[src/rtl/memory_pkg.sv]
// rtl/memory_pkg.sv - shared widths, bus encodings and copier state type for the 256x8 memory
package memory_pkg;

   localparam int ADDR_W_DEF = 8;
   localparam int DATA_W_DEF = 8;
   localparam int MEM_DEPTH  = 256;

   localparam logic CS_ACTIVE = 1'b0;
   localparam logic WR_READ   = 1'b0;
   localparam logic WR_WRITE  = 1'b1;

   typedef enum logic [1:0] {
      ST_IDLE  = 2'd0,
      ST_READ  = 2'd1,
      ST_WRITE = 2'd2,
      ST_DONE  = 2'd3
   } copier_state_e;

endpackage

[src/rtl/memory_block_copier_copy_checksum.sv]
// rtl/memory_block_copier_copy_checksum.sv - modulo-2^DATA_W byte accumulator with clear/enable
// Only present when MEMORY_BLOCK_COPIER_CHECKSUM_EN is defined.
`ifdef MEMORY_BLOCK_COPIER_CHECKSUM_EN
module copy_checksum
   import memory_pkg::*;
#(
   parameter int DATA_W = DATA_W_DEF
) (
   input  logic              clock,
   input  logic              reset_n,
   input  logic              clr,
   input  logic              en,
   input  logic [DATA_W-1:0] din,
   output logic [DATA_W-1:0] sum
);

   logic [DATA_W-1:0] sum_q, sum_d;

   always_comb begin
      sum_d = sum_q;
      if (clr) begin
         sum_d = '0;
      end else if (en) begin
         sum_d = sum_q + din;
      end
   end

   always_ff @(posedge clock or negedge reset_n) begin
      if (!reset_n) begin
         sum_q <= '0;
      end else begin
         sum_q <= sum_d;
      end
   end

   assign sum = sum_q;

endmodule
`endif

[src/rtl/memory_block_copier.sv]
// rtl/memory_block_copier.sv - bus initiator copying a byte block within the 256x8 memory
// Optional checksum of written bytes: MEMORY_BLOCK_COPIER_CHECKSUM_EN.
module memory_block_copier
   import memory_pkg::*;
#(
   parameter int ADDR_W = ADDR_W_DEF,
   parameter int DATA_W = DATA_W_DEF
) (
   input  logic              clock,
   input  logic              reset_n,
   input  logic              start,
   input  logic              abort,
   input  logic [ADDR_W-1:0] src_addr,
   input  logic [ADDR_W-1:0] dst_addr,
   input  logic [8:0]        len,
   output logic              busy,
   output logic              done,
   output logic              aborted,
   output logic [DATA_W-1:0] checksum,
   output logic [ADDR_W-1:0] mem_address,
   output logic [DATA_W-1:0] mem_data,
   output logic              mem_wr,
   output logic              mem_cs,
   input  logic [DATA_W-1:0] mem_o
);

   localparam logic [1:0] S_IDLE  = ST_IDLE;
   localparam logic [1:0] S_READ  = ST_READ;
   localparam logic [1:0] S_WRITE = ST_WRITE;
   localparam logic [1:0] S_DONE  = ST_DONE;
   localparam logic [8:0] LEN_MAX = 9'(MEM_DEPTH);

   logic [1:0]        state_q, state_d;
   logic [ADDR_W-1:0] src_ptr_q, src_ptr_d;
   logic [ADDR_W-1:0] dst_ptr_q, dst_ptr_d;
   logic [8:0]        remaining_q, remaining_d;
   logic [DATA_W-1:0] data_reg_q, data_reg_d;
   logic              aborted_q, aborted_d;

   always_comb begin
      state_d     = state_q;
      src_ptr_d   = src_ptr_q;
      dst_ptr_d   = dst_ptr_q;
      remaining_d = remaining_q;
      data_reg_d  = data_reg_q;
      aborted_d   = aborted_q;
      case (state_q)
         S_IDLE: begin
            if (start) begin
               src_ptr_d   = src_addr;
               dst_ptr_d   = dst_addr;
               remaining_d = (len > LEN_MAX) ? LEN_MAX : len;
               aborted_d   = 1'b0;
               state_d     = (len == 9'd0) ? S_DONE : S_READ;
            end
         end
         S_READ: begin
            if (abort) begin
               aborted_d = 1'b1;
               state_d   = S_DONE;
            end else begin
               data_reg_d = mem_o;
               state_d    = S_WRITE;
            end
         end
         S_WRITE: begin
            // The write lands at this edge regardless of abort, so pointers always advance.
            src_ptr_d   = src_ptr_q + ADDR_W'(1);
            dst_ptr_d   = dst_ptr_q + ADDR_W'(1);
            remaining_d = remaining_q - 9'd1;
            if (abort) begin
               aborted_d = 1'b1;
               state_d   = S_DONE;
            end else if (remaining_q == 9'd1) begin
               state_d = S_DONE;
            end else begin
               state_d = S_READ;
            end
         end
         default: begin
            state_d = S_IDLE;
         end
      endcase
   end

   always_ff @(posedge clock or negedge reset_n) begin
      if (!reset_n) begin
         state_q     <= S_IDLE;
         src_ptr_q   <= '0;
         dst_ptr_q   <= '0;
         remaining_q <= '0;
         data_reg_q  <= '0;
         aborted_q   <= 1'b0;
      end else begin
         state_q     <= state_d;
         src_ptr_q   <= src_ptr_d;
         dst_ptr_q   <= dst_ptr_d;
         remaining_q <= remaining_d;
         data_reg_q  <= data_reg_d;
         aborted_q   <= aborted_d;
      end
   end

   // Bus pins decode from registered state only, so start/abort never reach the memory combinationally.
   always_comb begin
      mem_cs      = ~CS_ACTIVE;
      mem_wr      = WR_READ;
      mem_address = '0;
      mem_data    = '0;
      case (state_q)
         S_READ: begin
            mem_cs      = CS_ACTIVE;
            mem_address = src_ptr_q;
         end
         S_WRITE: begin
            mem_cs      = CS_ACTIVE;
            mem_wr      = WR_WRITE;
            mem_address = dst_ptr_q;
            mem_data    = data_reg_q;
         end
         default: begin
            mem_cs = ~CS_ACTIVE;
         end
      endcase
   end

   assign busy    = (state_q != S_IDLE);
   assign done    = (state_q == S_DONE);
   assign aborted = done & aborted_q;

`ifdef MEMORY_BLOCK_COPIER_CHECKSUM_EN
   logic ck_clr, ck_en;

   assign ck_clr = (state_q == S_IDLE) && start;
   assign ck_en  = (state_q == S_WRITE);

   copy_checksum #(
      .DATA_W (DATA_W)
   ) u_copy_checksum (
      .clock   (clock),
      .reset_n (reset_n),
      .clr     (ck_clr),
      .en      (ck_en),
      .din     (data_reg_q),
      .sum     (checksum)
   );
`else
   assign checksum = '0;
`endif

endmodule

[config.mk]
export PLATFORM = sky130hd
export DESIGN_NAME = memory_block_copier
export DESIGN_NICKNAME = d
export VERILOG_FILES = /design/src/rtl/memory_pkg.sv /design/src/rtl/memory_block_copier_copy_checksum.sv /design/src/rtl/memory_block_copier.sv
export SDC_FILE = /design/constraint.sdc
export NUM_CORES = 1
export LEC_CHECK = 0
export CAP_MARGIN = 20
export CELL_PAD_IN_SITES_DETAIL_PLACEMENT = 0
export CELL_PAD_IN_SITES_GLOBAL_PLACEMENT = 1
export CORE_MARGIN = 4
export CORE_UTILIZATION = 30
export CTS_BUF_LIST = sky130_fd_sc_hd__clkbuf_8
export DETAILED_ROUTE_END_ITERATION = 8
export PLACE_DENSITY_LB_ADDON = 0.2
export SKIP_CTS_REPAIR_TIMING = 1
export SLEW_MARGIN = 20
export SYNTH_ARGS = -nofsm -noshare
export SYNTH_HDL_FRONTEND = slang
export SYNTH_HIERARCHICAL = 1
export SYNTH_SLANG_ARGS = --single-unit
[constraint.sdc]
create_clock -name clock -period 3.39 [get_ports clock]
set_input_delay 0.339 -clock clock [delete_from_list [all_inputs] [get_ports clock]]
set_output_delay 0.339 -clock clock [all_outputs]
set_load 0.01 [all_outputs]
* Word level (Yosys, flattened, before mapping) *
Index checks and enable logic that the tools add are counted.

operators by class
  multiplexer cells = 20
  add/sub/neg operators = 3
  eq/ne operators = 6
  reduce and logical (&&, ||, !) cells = 9
  bitwise logic cells = 2
  order comparisons = 1

operators with widths
  kind                                                                   number
  8-bit case mux with 2 select lines                                     3
  8-bit two-way mux                                                      3
  9-bit two-way mux                                                      2
  9-bit case mux with 2 select lines                                     1
  8-bit by 1-bit adder with 8-bit output, second input constant          2
  9-bit by 1-bit equality test with 1-bit output, second input constant  1
  9-bit greater-than comparator, second input constant                   1
  9-bit logical NOT                                                      1
  9-bit by 1-bit subtractor with 9-bit output, second input constant     1
  2-bit two-way mux                                                      4
  2-bit case mux with 3 select lines                                     1
  2-bit nonzero test                                                     3
  1-bit two-way mux                                                      5
  2-bit equality test, second input constant                             2
  2-bit AND reduction                                                    2
  3-bit AND reduction                                                    1
  2-bit by 1-bit equality test with 1-bit output, second input constant  1
  2-bit logical NOT                                                      1
  2-bit by 1-bit != test with 1-bit output, second input constant        1
  2-bit != test, second input constant                                   1
  1-bit case mux with 2 select lines                                     1
  2-bit OR reduction                                                     1
  1-bit bitwise AND                                                      1
  1-bit inverter                                                         1

storage, ports and cells
  bits of input ports = 37
  register bits after elaboration = 36
  output and inout port bits = 29
  word-level logic and storage cells = 47

* Logic depth before layout (Yosys ltp) *
  depth in word-level cells = 4
  gate-level depth with buffers = 9
  depth with buffers taken out = 6

* Worst setup path after synthesis *
No wires, ideal clock.

  path kind = reg-to-output
  start = reg state_q[0]
  end = out mem_address[4]
  data arrival time = 1.594 ns
  cell stages (with the launch flop) = 7
  data required time = 3.051 ns
  path slack = 1.457 ns
  path buffers = 2
  cell sequence = dfrtp_1 inv_1 ha_1 buf_2 buf_1 nand2_1 a21oi_1

on the way
  word-level cells in the longest chain between the ends = 2
  elaborated cells on any way between the ends = 3
  classes of those cells = 2 x eq/ne; 1 x mux

ends and longest elaborated chain
  item                                                                                   RTL line                    text
  start: declaration                                                                     memory_block_copier.sv:33   logic [1:0] state_q, state_d;
  start signal: assignment                                                               memory_block_copier.sv:95   state_q <= state_d;
  2-bit equality test or 2-bit by 1-bit equality test with 1-bit output (tied branches)  memory_block_copier.sv:110  case (state_q)
  8-bit case mux with 2 select lines *                                                   memory_block_copier.sv:110
  end: declaration                                                                       memory_block_copier.sv:20   output logic [ADDR_W-1:0] mem_address,

Mark *: on every way between the ends. The rest lies on a longest branch, timed or not.

* Worst setup path after layout *
Ends and elaborated chain as after synthesis.

==> results.toml <==
[sta]
timing.slew.headroom = 0.432
totalNegativeSetupSlack_ns = 0
worstMarginPinSlew_ns = 0.853
grt_setup_unrepaired = "false"
skew_ns = 0.00796
holdWs_ns = 0.162
fmax_mhz = 376
final_critical_path_setup_slack_ns = 0.728
maxSlewViolCount = 0
setup_viol = 0
final_critical_path_time_including_i_o_delays_and_setup_ns = 2.66
final_min_period_over_clock_period = 0.785
hold_viol_final = 0

[die]
die_height_um = 94.5
core_area_sq_um = 7250
fp.dieArea_sq_um = 8920
die_width_um = 94.5
effective_utilization_at_floorplan = 0.309
io_pins = 66
rows = 31

[route]
drtPass1Iterations = 4
vias_per_cell = 4.97
dr_total_vias = 2014
drc = 0
route.final.wire_length_mm = 5.89
final_ant_viol_nets = 0
wire_per_inst_um = 14.5
drt_iter0_markers = 98

[clocking]
clockRootBuffer = "sky130_fd_sc_hd__clkbuf_8"
clk_path_buf_depth = 2
cts_tree = "done"
clock_sinks = 36
worst_setup_hold_path_clk_slew_ns = 0.08
numCtsBuffers = 5
clk_latency_ns = 0.29
htree_levels = 2

[synthesis]
ys_warn_count = 6
async_flop_share = 1.00
yosysMostFrequentCell = "sky130_fd_sc_hd__dfrtp_1"
yosys_register_bits = 36
synth_ff_type = "sky130_fd_sc_hd__dfrtp_1"
yosys-top-cells-count = "sky130_fd_sc_hd__dfrtp_1 (36), sky130_fd_sc_hd__a21oi_1 (30), sky130_fd_sc_hd__nand2_1 (22)"
netlist_instances = 254
synth_top_cell_area_share = 0.402
syn_area_sq_um = 2240
postSynthAreaPerCell_sq_um = 8.83
seq_area_frac_synth = 0.402
ys_top_cells_by_area = "sky130_fd_sc_hd__dfrtp_1 (40%), sky130_fd_sc_hd__a21oi_1 (6.7%), sky130_fd_sc_hd__mux2_2 (4.5%), sky130_fd_sc_hd__ha_1 (4.5%), sky130_fd_sc_hd__o22ai_1 (4.2%)"
post_synth_num_cell_types = 39
yosys.area.top_type = "sky130_fd_sc_hd__dfrtp_1"
synth_enable_flop_cells = 0

[placement]
worst_setup_slack_before_clock_tree_synthesis_ns = 1.04
area_after_dpl_sq_um = 2850
portBuffers = 57
gp_congestion = 0.808
post_detail_place_hpwl_mm = 4.13

[global_routing]
wire_length_of_the_first_global_routing_pass_mm = 9.74
overall_global_routing_usage = 0.138
antenna_found_initial = 0
vias_in_the_first_global_route = 1952
global_route.overflow_total = 0
largest_net_degree_at_the_start_of_global_routing = 51

[layout]
finish.net_count = 350
share_of_final_layout_standard_cells_stronger_than_drive_strength_1 = 0.0850
layout.cell_area.non_filler_sq_um = 2960
syn_to_final_growth_pct = 32.0
antennaDiodeCount = 0

[critical_path]
critical_path.reg2reg.startpoint = "state_q[0]"
rr_worst_depth = 6
regToRegSetupSlack_ns = 1.10
crit_path_end_kind = "output pin"
cp.arrival_ns = 2.32
worstSetupStartpointType = "flip-flop"
criticalPathCategory = "reg2out"
required_ns = 3.05
reg2reg_to = "dst_ptr_q[3]"
critical_path.max_fanout = 50

[power_and_ir_drop]
power_per_cell_area_nw_per_um2 = 919
total_power_mw = 2.72
power_leakage_nw = 1.18
vdd.ir_drop.worst_mv = 0.299

[flow_run]
max_cap_viols = 0

[hold_path]
hold_path_class = "in2async"

[outcome]
outcome = "finished, final reports clean"
[layout by cell type (no fill, tap or decap), drive strengths merged]
cell type      count
a21oi             30
a221oi             2
a22oi              7
a31oi              2
and2               9
and3               4
buf                3
bufinv             1
clkbuf             5
clkdlybuf4s50     56
clkinv             2
clkinvlp           1
conb               8
dfrtp             36
ha                 8
inv               11
mux2               9
mux2i              7
nand2             22
nand2b             1
nand3             13
nor2              14
nor2b              4
nor3               3
nor4               2
nor4b              2
o211a              1
o211ai             2
o21ai             17
o22ai             15
o2bb2a             2
o31ai              1
or2                1
or4                4
or4b               1
[area by class of cell]
class	instances	area (sq um)
Fill cell	748	4290
Multi-Input combinational cell	191	1200
Sequential cell	36	901
Timing Repair Buffer	59	581
Tap cell	99	124
Clock buffer	5	68.8
Inverter	12	45.0
Clock inverter	3	42.5
[registers in the layout, summed over array words and instances, names as in the netlist]
signal,count
dst_ptr_q,8
src_ptr_q,8
aborted_q,1
remaining_q,9
data_reg_q,8
state_q,2
[through the flow]
step	utilization	std cells
finish	0.408	405
global route	0.408	405
detailed placement	0.393	397
floorplan	-	261
global placement	0.393	397
CTS	0.408	405
[worst max-delay path, cell delays in order (launching register included)]
cell                              delay [ns]
sky130_fd_sc_hd__dfrtp_1                0.42
sky130_fd_sc_hd__inv_1                  0.09
sky130_fd_sc_hd__ha_1                   0.17
sky130_fd_sc_hd__buf_4                  0.46
sky130_fd_sc_hd__nand2_1                0.15
sky130_fd_sc_hd__a21oi_1                0.17
sky130_fd_sc_hd__clkdlybuf4s50_1        0.57
[layer usage]
layer	vias up	GRT usage	wire length, um
met4	0	0.0288	42
li1	1006	-	-
met1	951	0.188	2850
met3	4	0.0335	291
met5	-	0	0
met2	53	0.222	2710
[cell families (layout without fill, tap and decap cells)]
| group | Yosys count | in the layout | share of synthesized area |
|---|---|---|---|
| multiplexers | 16 | 16 | 0.0765 |
| AND/OR/NAND/NOR | 80 | 80 | 0.191 |
| adder cells (fa/ha/maj) | 8 | 8 | 0.0446 |
| other | 1 | 8 | 0.00167 |
| buffers and inverters | 34 | 79 | 0.0770 |
| flip-flops | 36 | 36 | 0.402 |
| AO/OA/AOI/OAI | 79 | 79 | 0.207 |
[worst max path at each step]
stage	from	end	slack (ns)	cells after the start
3_3_place_gp	state_q[0]	mem_address[5]	1.02	6
2_1_floorplan	state_q[0]	mem_address[4]	1.46	6
4_1_cts	state_q[0]	mem_address[5]	0.71	6
6_report	state_q[0]	mem_address[4]	0.73	6
3_5_place_dp	start	dst_ptr_q[3]	1.04	5
5_1_grt	state_q[0]	mem_address[6]	0.50	6
[where the power goes]
part,internal (mW),switching (mW)
Combinational,0.680,0.789
Clock,0.218,0.165
Sequential,0.651,0.217
Total,1.55,1.17
Power figures use the tool's default switching activity.
